==> config.mk <==
export PLATFORM = sky130hd
export DESIGN_NAME = pixel_fifo_flat
export DESIGN_NICKNAME = d
export VERILOG_FILES = /design/src/rtl/pixel_fifo_if.sv /design/src/rtl/pixel_fifo.sv /design/src/flat_wrapper.sv
export SDC_FILE = /design/constraint.sdc
export NUM_CORES = 1
export LEC_CHECK = 0
export CAP_MARGIN = 20
export CORE_AREA = 2 2 122 124
export CTS_CLUSTER_DIAMETER = 120
export CTS_CLUSTER_SIZE = 20
export DETAILED_ROUTE_END_ITERATION = 12
export DIE_AREA = 0 0 124 126
export PLACE_DENSITY = 0.7
export SETUP_SLACK_MARGIN = 0.02
export SYNTH_ARGS = -nofsm -noshare
export SYNTH_HDL_FRONTEND = slang
export SYNTH_SLANG_ARGS = --single-unit
==> constraint.sdc <==
create_clock -name clk -period 3.75 [get_ports clk]
set_input_delay 0.75 -clock clk [delete_from_list [all_inputs] [get_ports clk]]
set_output_delay 0.75 -clock clk [all_outputs]
set_load 0.05 [all_outputs]
==> src/rtl/pixel_fifo_if.sv <==
// Pixel stream interface: upstream valid/ready push channel, downstream
// valid/ready pop channel, and the occupancy count reported by the FIFO.
interface pixel_fifo_if #(
    parameter int DATA_WIDTH = 8,
    parameter int ADDR_WIDTH = 4
);
    logic                  in_valid;
    logic                  in_ready;
    logic [DATA_WIDTH-1:0] in_data;
    logic                  out_valid;
    logic                  out_ready;
    logic [DATA_WIDTH-1:0] out_data;
    logic [ADDR_WIDTH:0]   level;

    // FIFO side
    modport slave (
        input  in_valid, in_data, out_ready,
        output in_ready, out_valid, out_data, level
    );

    // Producer/consumer side
    modport master (
        output in_valid, in_data, out_ready,
        input  in_ready, out_valid, out_data, level
    );
endinterface

==> src/rtl/pixel_fifo.sv <==
// Pixel FIFO: dual-port array with a registered read, followed by a two-word
// prefetch stage (head + skid) that hides the read latency. The level counter
// covers everything held: array, in-flight read and prefetch words, so total
// capacity is exactly DEPTH.
module pixel_fifo #(
    parameter int DATA_WIDTH = 8,
    parameter int ADDR_WIDTH = 4
) (
    input  logic         clk,
    input  logic         rst,
    pixel_fifo_if.slave  bus
);
    localparam int DEPTH = 2 ** ADDR_WIDTH;
    localparam logic [ADDR_WIDTH:0] DEPTH_L = (ADDR_WIDTH + 1)'(DEPTH);

    logic [DATA_WIDTH-1:0] mem [DEPTH];
    logic [ADDR_WIDTH-1:0] wptr;
    logic [ADDR_WIDTH-1:0] rptr;
    logic [ADDR_WIDTH:0]   level_q;
    logic [ADDR_WIDTH:0]   arr_cnt;   // words still in the array, not yet read
    logic                  rd_pend;   // rd_data holds a word read last cycle
    logic [DATA_WIDTH-1:0] rd_data;
    logic                  head_v;
    logic                  skid_v;
    logic [DATA_WIDTH-1:0] head_d;
    logic [DATA_WIDTH-1:0] skid_d;
    logic                  head_v_n;
    logic                  skid_v_n;
    logic [DATA_WIDTH-1:0] head_d_n;
    logic [DATA_WIDTH-1:0] skid_d_n;
    logic                  push;
    logic                  pop;
    logic                  rd_en;
    logic [2:0]            pf_total;

    assign bus.in_ready  = !rst && (level_q < DEPTH_L);
    assign bus.out_valid = head_v;
    assign bus.out_data  = head_d;
    assign bus.level     = level_q;

    assign push = bus.in_valid && bus.in_ready;
    assign pop  = head_v && bus.out_ready;

    // Words already committed to the prefetch stage, including the in-flight read.
    assign pf_total = {2'b00, head_v} + {2'b00, skid_v} + {2'b00, rd_pend};

    // Read only entries already written, and only when the prefetch stage will
    // have room for the result after this cycle's pop.
    assign rd_en = (arr_cnt != '0) && (pf_total < 3'd2 + {2'b00, pop});

    // Array write port; the read-while-write case cannot alias because a read
    // needs arr_cnt > 0, which keeps rptr away from wptr whenever a push lands.
    always_ff @(posedge clk) begin
        if (push)
            mem[wptr] <= bus.in_data;
    end

    // Registered array read port.
    always_ff @(posedge clk) begin
        if (rd_en)
            rd_data <= mem[rptr];
    end

    // Prefetch stage next state: shift on pop, then place the arriving read word
    // into the first free slot.
    always_comb begin
        head_v_n = head_v;
        skid_v_n = skid_v;
        head_d_n = head_d;
        skid_d_n = skid_d;
        if (pop) begin
            head_v_n = skid_v;
            head_d_n = skid_d;
            skid_v_n = 1'b0;
        end
        if (rd_pend) begin
            if (!head_v_n) begin
                head_v_n = 1'b1;
                head_d_n = rd_data;
            end else begin
                skid_v_n = 1'b1;
                skid_d_n = rd_data;
            end
        end
    end

    // Control state: pointers, counters and valid flags.
    always_ff @(posedge clk) begin
        if (rst) begin
            wptr    <= '0;
            rptr    <= '0;
            arr_cnt <= '0;
            level_q <= '0;
            rd_pend <= 1'b0;
            head_v  <= 1'b0;
            skid_v  <= 1'b0;
        end else begin
            wptr    <= wptr + ADDR_WIDTH'(push);
            rptr    <= rptr + ADDR_WIDTH'(rd_en);
            arr_cnt <= arr_cnt + (ADDR_WIDTH + 1)'(push) - (ADDR_WIDTH + 1)'(rd_en);
            case ({push, pop})
                2'b10:   level_q <= level_q + 1'b1;
                2'b01:   level_q <= level_q - 1'b1;
                default: level_q <= level_q;
            endcase
            rd_pend <= rd_en;
            head_v  <= head_v_n;
            skid_v  <= skid_v_n;
        end
    end

    // Prefetch data registers; contents are qualified by the valid flags.
    always_ff @(posedge clk) begin
        head_d <= head_d_n;
        skid_d <= skid_d_n;
    end
endmodule

==> src/flat_wrapper.sv <==
// flat-port wrapper written by rule: the top's interface ports become plain ports
module pixel_fifo_flat 
#(
    parameter int DATA_WIDTH = 8,
    parameter int ADDR_WIDTH = 4
)
  (clk, rst, bus_in_valid, bus_in_data, bus_out_ready, bus_in_ready, bus_out_valid, bus_out_data, bus_level);
  pixel_fifo_if #(.DATA_WIDTH(DATA_WIDTH), .ADDR_WIDTH(ADDR_WIDTH)) bus_i ();
  input  logic clk;
  input  logic rst;
  input wire logic [$bits(bus_i.in_valid)-1:0] bus_in_valid;
  input wire logic [$bits(bus_i.in_data)-1:0] bus_in_data;
  input wire logic [$bits(bus_i.out_ready)-1:0] bus_out_ready;
  output wire logic [$bits(bus_i.in_ready)-1:0] bus_in_ready;
  output wire logic [$bits(bus_i.out_valid)-1:0] bus_out_valid;
  output wire logic [$bits(bus_i.out_data)-1:0] bus_out_data;
  output wire logic [$bits(bus_i.level)-1:0] bus_level;
  assign bus_i.in_valid = bus_in_valid;
  assign bus_i.in_data = bus_in_data;
  assign bus_i.out_ready = bus_out_ready;
  assign bus_in_ready = bus_i.in_ready;
  assign bus_out_valid = bus_i.out_valid;
  assign bus_out_data = bus_i.out_data;
  assign bus_level = bus_i.level;
  pixel_fifo #(.DATA_WIDTH(DATA_WIDTH), .ADDR_WIDTH(ADDR_WIDTH)) u_core (.clk(clk), .rst(rst), .bus(bus_i));
endmodule
== Word-level counts from Yosys, hierarchy flattened ==
Memories as Yosys holds them, arrays and structs flattened. A register that Yosys moved wholly into a read port is not among the register bits.
Cells that the tools add are included.

* Reduce and logical (&&, ||, !) cells: 8
* Equal/unequal tests: 2
* Order comparisons: 2
* $add $sub $neg: 9
* Multiplexer cells: 11

{| class="wikitable"
|+ Operator list
! cell !! number
|-
| 2-to-1 mux 8 bit || 3
|-
| one-hot mux 5 bit (2 select lines) || 1
|-
| adder 4 x 1 -> 4 bit || 2
|-
| 2-to-1 mux 1 bit || 7
|-
| adder 5 x 1 -> 5 bit || 1
|-
| adder 5 x 1 -> 5 bit, second input constant || 1
|-
| < comparator 5 bit, second input constant || 1
|-
| nonzero test 5 bit || 1
|-
| subtractor 5 x 1 -> 5 bit || 1
|-
| subtractor 5 x 1 -> 5 bit, second input constant || 1
|-
| logical AND 1 bit || 4
|-
| adder 2 x 1 -> 3 bit, first input constant || 1
|-
| adder 3 x 1 -> 3 bit || 1
|-
| < comparator 3 bit || 1
|-
| adder 1 x 1 -> 2 bit || 1
|-
| == test 2 x 1 -> 1 bit, second input constant || 1
|-
| == test 2 bit, second input constant || 1
|-
| AND reduction 2 bit || 1
|-
| nonzero test 2 bit || 1
|-
| zero test 1 bit || 1
|}

* Logic and storage cells: 42
* Memories kept: 1
* Output and inout port bits: 15
* Register bits: 37
* Memory bits (writable): 128
* Input port bits: 12

{| class="wikitable"
|+ Memory list
! name !! words !! width !! rd ports !! clocked after Yosys merged registers in !! wr ports !! RTL line !! text
|-
| u_core.mem || 16 || 8 || 1 || 1 || 1 || pixel_fifo.sv:16 || <nowiki>logic [DATA_WIDTH-1:0] mem [DEPTH];</nowiki>
|}

== Depth between registers and ports, before layout ==
* Depth in word-level cells: 5
* Gate-level depth with buffers: 13
* Depth with buffers taken out: 12

== Worst setup path before layout ==
OpenSTA, ideal clock, no wires.

* Kind: reg2reg
* Start point: register u_core.head_v, in the netlist u_core.bus.out_valid
* End point: register u_core.arr_cnt[4]
* Path buffers: 1
* Library setup time: 71 ps
* Arrival: 3790 ps
* Data required time: 3679 ps
* Cell stages (with the launch flop): 14
* Period minus slack after synthesis: 3861 ps
* Path slack: -111 ps
* Path through: dfxtp_1 > clkbuf_1 > inv_1 > fa_1 > a21oi_1 > nor3_1 > ha_1 > inv_1 > ha_1 > fa_1 > a21oi_1 > nor2_1 > or3_1 > a21oi_1

* Word-level cells in the longest chain between the ends: 5
* Elaborated cells between the ends (all ways): 7
* Those cells by class: 4 x add/sub; 1 x order compare; 2 x reduce/logical

{| class="wikitable"
|+ Ends and longest elaborated chain
! element !! RTL line !! text
|-
| start, declared || pixel_fifo.sv:23 || <nowiki>logic head_v;</nowiki>
|-
| start signal, assigned || pixel_fifo.sv:107 || <nowiki>head_v <= head_v_n;</nowiki>
|-
| adder 1 x 1 -> 2 bit / logical AND 1 bit (equally long branches) || pixel_fifo.sv:45, pixel_fifo.sv:42 ||
|-
| adder 3 x 1 -> 3 bit / adder 2 x 1 -> 3 bit (equally long branches) || pixel_fifo.sv:45, pixel_fifo.sv:49 ||
|-
| < comparator 3 bit * || pixel_fifo.sv:49 || <nowiki>assign rd_en = (arr_cnt != '0) && (pf_total < 3'd2 + {2'b00, pop});</nowiki>
|-
| logical AND 1 bit * || pixel_fifo.sv:49 ||
|-
| named net u_core.rd_en || pixel_fifo.sv:33 || <nowiki>logic rd_en;</nowiki>
|-
| subtractor 5 x 1 -> 5 bit * || pixel_fifo.sv:100 || <nowiki>arr_cnt <= arr_cnt + (ADDR_WIDTH + 1)'(push) - (ADDR_WIDTH + 1)'(rd_en);</nowiki>
|-
| end signal, assigned || pixel_fifo.sv:100 ||
|-
| end, declared || pixel_fifo.sv:20 || <nowiki>logic [ADDR_WIDTH:0] arr_cnt;</nowiki>
|}

Mark *: on every way through the listed nets, which the timed path passes. The rest lies on a longest branch.
A chain may end at the register's enable or synchronous reset.

== Final worst setup path ==
Same ends and word-level chain as after synthesis.

==> results.md <==
* Status: completed
* Critical Path RT at 4.11 ns
* Syn nets at 431
* PwrDens at 665.5 mW/mm^2
* Top post-synthesis cells by area: edfxtp_1, dfxtp_1, mux4_1, mux4_2, ha_1
* Synthesized area per cell at 17.46 sq um
* Post-synthesis xor/xnor area fraction at 0.01131
* FMAX at 329.4 MHz
* Final #Nets at 477
* Fin. Hold Viols at 0
* DRC viols at 0
* Synth cell types at 39
* DRT Pass-1 Iters at 4
* WP data arrival at 3.40 ns
* FILL cells at 1073
* Slew headroom at 0.3463
* DRT iter0 DRCs at 307
* Warnings, synthesis at 0
* CP Capture Type: flip-flop
* Antenna-violating nets left at 0
* Pin count of the biggest net entering global routing at 35
* Row count at 44
* Mapped Area at 0.006968 sq mm
* Period minus WS final at 3.035 ns
* Final period util at 0.8095
* Setup Viol. Count Final at 0
* Setup Fix Bufs, Post-CTS at 0
* Routed vias at 3552
* Clk buf depth at 2
* Total congestion overflow at 0
* Initial Util at 0.4868
* DR vias/cell at 5.533
* Reg clk slew, reported paths at 0.06 ns
* Cts hold-fix bufs at 0
* All-layer global routing usage at 0.1782
* Resize count post-CTS at 0
* CTS Root Buffer Type: clkbuf_16
* Critical path fanouts, max at 8
* Post-synth top flop: edfxtp_1
* Worst-margin pin slew at 0.9806 ns
* Final GP Congestion at 0.8164
* Final TNS setup at 0 ns
* PortBufs at 26
* Clk_lat worst skew at 0.43 ns
* CORE AREA at 0.01431 sq mm
* Worst Skew at 0.007872 ns
* Compound-cell area share of the yosys netlist at 0.03627
* Clock sinks at 173
* Vias in the first global route at 3712
* Multiplexer share of the synthesized area at 0.1266
* Number of antenna diodes at 0
* Post-synth EDFFs at 144
* Area share of and/or/nand/nor cells after synthesis at 0.05800
* Global-route wire length before repair at 20000 um
* Power, Total at 5.365 mW
* I/O pins at 27
* CTS tree: built
* WL/cell at 19.73 um
* Yosys top cell area share at 0.6206
* WHS at 0.4541 ns
* P&R area growth vs syn at 15.69%
* Fin. max-slew vios at 0
* Static leakage at 2.855 nW
* Dpl hpwl at 8203 um
* Post-synthesis register bit count at 173
* Post-synth ARST share at 0
* Post-Synth Adder-Cell Area at 0.03915
* Top post-synthesis cells by count: edfxtp_1, nor2_1, dfxtp_1, nand2_1, ha_1
* Largest family of logic cells by synthesized area: multiplexers
* Top-count cell post-synth: edfxtp_1
* Chip Height at 126 um
* Die W at 124 um
* Post-synthesis sequential area ratio at 0.7039
* Area leader, netlist: edfxtp_1
* # Max-Cap Violations at 0
* Die ar. at 0.01562 sq mm
* Hold Path Class: flip-flop to flip-flop
* Critical Path Start Type: flip-flop
* Number of antenna violations at the first check in global routing at 0
* Crit path kind: flip-flop to flip-flop
* H-tree depth at 4
* Layout cells sized above 1 at 0.1594
* RSZ-0062 raised after global routing: no
* Inserted Clock Buffers at 17
* VDD IR max at 0.3579 mV
* Gate count of the mapped netlist at 399
* Post-Route WL at 12670 um
## final timing paths
check                                  startpoint                            to  slack [ns]  cells after the start
hold / removal        u_core.rd_data[2]$_DFFE_PP_    u_core.skid_d[2]$_DFFE_PP_        0.45                      0
setup reg to reg  u_core.bus.out_valid$_SDFF_PP0_  u_core.arr_cnt[4]$_SDFF_PP0_        0.71                     12
setup / recovery  u_core.bus.out_valid$_SDFF_PP0_  u_core.arr_cnt[4]$_SDFF_PP0_        0.71                     12
hold reg to reg       u_core.rd_data[2]$_DFFE_PP_    u_core.skid_d[2]$_DFFE_PP_        0.45                      0
## state kept, by name (all words and copies together) (netlist names)
| register | cells |
|---|---|
| u_core.arr_cnt | 5 |
| u_core.bus.level | 5 |
| u_core.bus.out_data | 8 |
| u_core.bus.out_valid | 1 |
| u_core.mem | 128 |
| u_core.rd_data | 8 |
| u_core.rd_pend | 1 |
| u_core.rptr | 4 |
| u_core.skid_d | 8 |
| u_core.skid_v | 1 |
| u_core.wptr | 4 |
## per-layer routing
| layer | global-route usage | vias up | part of all wire |
|---|---|---|---|
| met5 | 0 | - | 0 |
| met4 | 0.08262 | 0 | 0.020 |
| met3 | 0.04755 | 22 | 0.052 |
| met2 | 0.2776 | 100 | 0.50 |
| met1 | 0.2343 | 1788 | 0.43 |
| li1 | - | 1642 | - |
## cells in the final DEF, fill, tap and decap left out, types with 2 or more instances in the layout
| master | instances |
|---|---|
| fa_1 | 3 |
| clkdlybuf4s50_1 | 25 |
| clkbuf_1 | 3 |
| edfxtp_1 | 144 |
| inv_1 | 11 |
| mux4_1 | 16 |
| clkbuf_8 | 2 |
| dfxtp_2 | 2 |
| nor2b_1 | 8 |
| bufinv_16 | 2 |
| buf_4 | 21 |
| a21oi_1 | 12 |
| mux2i_1 | 9 |
| nand2_1 | 22 |
| nor2_1 | 30 |
| clkinv_2 | 3 |
| ha_1 | 17 |
| xor2_1 | 4 |
| dfxtp_1 | 27 |
| a22oi_1 | 16 |
| xnor2_1 | 5 |
| clkbuf_16 | 17 |
| nor3_1 | 3 |
| mux4_2 | 16 |
| nor3_2 | 2 |
| a21o_1 | 2 |
| o21ai_0 | 10 |
| nand3_1 | 5 |
| nand2b_1 | 3 |
| clkinvlp_4 | 3 |
## worst max-delay path, cell delays in order, from the launching register on
cell and delay [ns]:
dfxtp_1 0.45, inv_1 0.11, fa_1 0.48, a21oi_1 0.21, nor3_2 0.07, ha_1 0.30
inv_1 0.04, ha_1 0.21, fa_1 0.41, a21oi_1 0.16, nor2_1 0.07, or3_1 0.34
a21oi_1 0.14
## area by class of cell
cell class	count	area (sq um)	area share
clock buffer	22	464.2	0.05758
clock inverter	10	115.1	0.01428
inverter	11	41.29	0.005122
multi-input combinational	196	1896	0.2351
sequential	173	4907	0.6087
tap	184	230.2	0.02856
timing repair buffer	46	407.9	0.05060
## logic make-up after synthesis
kind of cell             Yosys count
AND/OR/NAND/NOR                   84
multiplexers                      42
buffers and inverters             30
AO/OA/AOI/OAI                     41
adder cells (fa/ha/maj)           20
XOR/XNOR                           9
flip-flops                       173
## where the power goes
| group | switching (mW) | internal (mW) | total, mW |
|---|---|---|---|
| logic | 0.661 | 0.554 | 1.22 |
| clock network | 0.707 | 1.01 | 1.72 |
| registers | 0.142 | 2.29 | 2.43 |
| total | 1.51 | 3.86 | 5.37 |
## metrics by stage
step / area, sq um / std cells / util / setup slack [ns]
floorplan: 6973 / 399 / - / 0.2053
global placement: 7482 / 610 / 0.5227 / 0.4453
detailed placement: 7482 / 610 / 0.5227 / 0.3346
CTS: 8061 / 642 / 0.5632 / 0.6964
global route: 8061 / 642 / 0.5632 / 0.5145
finish: 8061 / 642 / 0.5632 / 0.7145
Note: power is estimated with default switching activity, not from simulation.
==> edit 1: new RTL, same flow settings <==
`ADDR_WIDTH` is set to 4 in 3 places; all go to 3.
--- a/src/rtl/pixel_fifo_if.sv
+++ b/src/rtl/pixel_fifo_if.sv
@@ -3,5 +3,5 @@
 interface pixel_fifo_if #(
     parameter int DATA_WIDTH = 8,
-    parameter int ADDR_WIDTH = 4
+    parameter int ADDR_WIDTH = 3
 );
     logic                  in_valid;
--- a/src/rtl/pixel_fifo.sv
+++ b/src/rtl/pixel_fifo.sv
@@ -5,5 +5,5 @@
 module pixel_fifo #(
     parameter int DATA_WIDTH = 8,
-    parameter int ADDR_WIDTH = 4
+    parameter int ADDR_WIDTH = 3
 ) (
     input  logic         clk,
--- a/src/flat_wrapper.sv
+++ b/src/flat_wrapper.sv
@@ -3,5 +3,5 @@
 #(
     parameter int DATA_WIDTH = 8,
-    parameter int ADDR_WIDTH = 4
+    parameter int ADDR_WIDTH = 3
 )
   (clk, rst, bus_in_valid, bus_in_data, bus_out_ready, bus_in_ready, bus_out_valid, bus_out_data, bus_level);
Interface: changed (resized bus_level); port bits go from 27 to 26. The function was not compared with the original's and may differ.
==> edit 1 against the unedited design <==
Sequential power decreased by 34%. Total power decreased by 32%. Routed wire length is 44% lower. Hold slack worse by 0.0072 ns. Area after synthesis fell by 39%. Design area decreased by 37%. Clock skew is essentially flat. Global-route usage down 7.8 points. Fmax increased by 9.9%. Critical path depth shrank 2. Sequential cell count fell by 68. Via count down 40%. First-iteration DRC count shrank 78%. Setup slack gained 0.27 ns. Highest routed layer unchanged.
==> edit 1: results (changes against the unedited design) <==
Global routing
  – Largest net degree at the start of global routing: 20 (-43%)
  – Number of global-route vias before repair: 2,250 (-39%)
  – First-pass GRT wire length: 11.6 mm (-42%)

Status
  – Status: complete, no violations

Yosys
  – Post-synth cell types: 32 (-18%)
  – EDFF count, synth: 80 (-44%)
  – Post-synthesis mux area share: 16.1% (+3.5 points)
  – Ranking of synthesized cells by area: edfxtp_1, dfxtp_1, mux4_1, mux2_2, mux4_2
  – Post-synthesis xor/xnor area fraction: 1.43% (+0.30 points)
  – Post-synthesis area per instance: 17.3 um^2 (-1.1%)
  – Syn Nets: 276 (-36%)
  – Area share of fa/ha/maj cells after synthesis: 5.20% (+1.3 points)
  – Compound-Gate Fraction of Synth Area: 2.05% (-1.6 points)

Critical path
  – Slowest CP cell: clkdlybuf4s50_1
  – Critical path arrival: 3.04 ns (-0.36 ns)
  – Max FO, Critical Path: 10 (+2)
  – Crit path max-delay family: buffers and inverters
  – Worst setup path start: bus_out_ready

CTS
  – Depth of the CTS H-tree: 3 (-1)
  – Worst-Skew Late Latency: 0.36 ns (-0.07 ns)
  – Post-CTS setup buffer count: 0 (unchanged)

Route
  – DRT Pass-1 Iters: 5 (+1)
  – DRC marker count from the first detailed-route iteration: 69 (-78%)
  – Drt via density: 4.51 (-18%)

Worst hold path
  – Hold_sp: u_core.rd_data[4]

Placement
  – Placed insts: 459 (-25%)
  – Port buffer count: 25 (-3.8%)
  – Post-DP HPWL: 4.74 mm (-42%)
  – GP Congestion: 0.750 (-8.2%)

Layout
  – Layout cell share with drive strength beyond 1: 21.6% (+5.6 points)
  – Net count, final: 315 (-34%)
  – Max reg flops: 64 (-50%)

Pwr
  – Peak supply drop: 0.205 mV (-43%)
  – Leak: 0.00178 uW (-38%)
-- edit 1: worst paths after layout --
check	end	slack [ns]	cells after the start
worst max-delay path	u_core.bus.level[3]	0.99	10
worst min-delay path	u_core.skid_d[4]	0.45	0
worst max register to register	u_core.arr_cnt[2]	1.17	10
worst min register to register	u_core.skid_d[4]	0.45	0
-- edit 1: area by class of cell --
type                            instances  area [um^2]
Multi-Input combinational cell        122         1270
Clock inverter                          7         86.3
Clock buffer                            9          225
Sequential cell                       105         2900
Tap cell                              184          230
Timing Repair Buffer                   36          338
Fill cell                            1345         9210
Inverter                               13         48.8
-- edit 1: worst reg2reg max path, delay by kind of cell (launching register included) --
| family | cells | cell delay [ns] |
|---|---|---|
| simple gates | 3 | 0.43 |
| flops | 1 | 0.46 |
| fa+ha+maj | 3 | 1.03 |
| xor+xnor | 1 | 0.15 |
| compound gates | 2 | 0.35 |
| buf+inv | 1 | 0.06 |
-- edit 1: layer usage --
metal  vias to the layer above  GRT usage, %  part of all wire [%]  wire, um
li1                       1016             -                     -         -
met1                      1076          11.6                    41      2940
met2                        41          16.4                    50      3560
met3                        15          3.22                   5.4       387
met4                         0          5.68                   3.2       229
met5                         -             0                     0         0
-- edit 1: metrics by stage --
stage,instance area (um^2),worst slack (ns)
after floorplan,4280,0.439
after global placement,4780,0.742
after detailed placement,4780,0.631
after CTS,5090,1.00
after global routing,5100,0.815
final,5100,0.989
-- edit 1: power by group --
part	internal (uW)	total [uW]	switching, uW
logic	550	1070	522
registers	1450	1600	140
clock network	531	962	431
total	2540	3630	1090
==> edit 2: new RTL, same flow settings <==
Without the edit above. Reset style: asynchronous (`rst`), changed in one clocked block.
--- a/src/rtl/pixel_fifo.sv
+++ b/src/rtl/pixel_fifo.sv
@@ -86,5 +86,5 @@
 
     // Control state: pointers, counters and valid flags.
-    always_ff @(posedge clk) begin
+    always_ff @(posedge clk or posedge rst) begin
         if (rst) begin
             wptr    <= '0;
Check against the original RTL: differs if rst is asserted again (counterexample within 4 cycles, from zero or initial values and one cycle with rst high); with rst held inactive, the same outputs for 10 cycles.
==> edit 2 against the unedited design <==
Via count is 5.0% lower. Setup slack improved by 0.16 ns. Hold slack worse by 0.0073 ns. Area after synthesis rose by 0.56%. Sequential power increased by 9.5%. Sequential cell count stayed put. Combinational power rose by 80%. Design area grew 1.2%. Core utilization is 0.66 points higher. Routed wire length shrank 5.1%. Total power is 24% higher. Clock power rose by 5%. Largest power group unchanged.
==> edit 2: results (changes against the unedited design) <==
Yosys
  – Post-synth cell types: 40 (+2.6%)
  – Syn Nets: 404 (-6.3%)
  – Post-synthesis sequential area ratio: 71.5% (+1.1 points)
  – Most frequent cells after synthesis: edfxtp_1, dfrtp_1, inv_1
  – Ranking of synthesized cells by area: edfxtp_1, dfrtp_1, mux4_1, mux4_2, ha_1

Critical path
  – Crit-path max cell delay: 0.82 ns (+0.34 ns)
  – R2r setup slk: 0.90 ns (+0.19 ns)
  – Slowest CP cell: clkdlybuf4s50_1
  – RR Startpoint: u_core.bus.out_valid
  – Worst setup path start: rst
  – FF-to-FF path depth: 13 (+1)
  – Crit path max-delay family: buffers and inverters
  – Max FO, Critical Path: 2 (-6)
  – Worst r2r dst: u_core.arr_cnt[4]
  – Critical path arrival: 2.12 ns (-1.28 ns)

Layout
  – Seq cells: 173 (unchanged)
  – Filler cells: 1,096 (+2.1%)
  – Register Area: 5010 um^2 (+2.1%)
  – Net count, final: 454 (-4.8%)
  – Number of clock-tree buffers in the layout: 17 (-23%)
  – Logic inverters: 19 (+8)
  – Buffers outside the clock class: 45 (-2.2%)
  – Comb_multi_in: 166 (-15%)
  – Non-clock buffer share of cell area: 4.94% (-0.12 points)
  – Layout cell share with drive strength beyond 1: 18.9% (+2.9 points)
  – Clock-cell share: 7.56% (+0.38 points)

Pwr
  – Int Pwr: 4450 uW (+15%)
  – Leak: 0.00294 uW (+2.9%)
  – Peak supply drop: 0.386 mV (+7.9%)

Global routing
  – Routing usage on met1: 22.3% (-1.2 points)
  – Global Route Usage Sum: 17.0% (-0.80 points)
  – Number of global-route vias before repair: 3,523 (-5.1%)
  – M2 GR Usage: 28.0% (+0.19 points)

STA
  – Clk_skew: 0.00957 ns (+0.00170 ns)

Placement
  – Post-DP HPWL: 7.56 mm (-7.8%)
  – GP Congestion: 0.725 (-11%)

Worst hold path
  – Hold Path End: u_core.skid_d[3]
  – Hold_sp: u_core.rd_data[3]

Status
  – Status: complete, no violations

Route
  – Routed met2 length: 6.10 mm (-2.9%)
  – M1 WL: 5.16 mm (-5.7%)
  – DRC marker count from the first detailed-route iteration: 274 (-11%)
[edit 2: cells by family after synthesis]
kind of cell | synth area share [%]
simple gates | 3.46
buf+inv | 2.46
compound gates | 3.34
fa+ha+maj | 3.89
flops | 71.5
mux | 14.0
xor+xnor | 1.37
[edit 2: power by group through the flow]
stage	clock network, uW	registers, uW	logic, uW
floorplan	0	2920	1430
global placement	0	2680	2140
detailed placement	0	2710	2210
CTS	1830	2660	2220
global route	1920	2700	2410
finish	1800	2660	2190
[edit 2: metrics by stage]
step | cell area (um^2) | cells | worst slack, ns | hold WS [ns] | power (uW)
2_1_floorplan | 7010 | 372 | 0.137 | 0.422 | 4350
3_3_place_gp | 7540 | 587 | 0.654 | 0.428 | 4820
3_5_place_dp | 7540 | 587 | 0.558 | 0.430 | 4910
4_1_cts | 8160 | 619 | 0.872 | 0.446 | 6710
5_1_grt | 8160 | 619 | 0.715 | 0.458 | 7030
6_report | 8160 | 619 | 0.879 | 0.447 | 6650
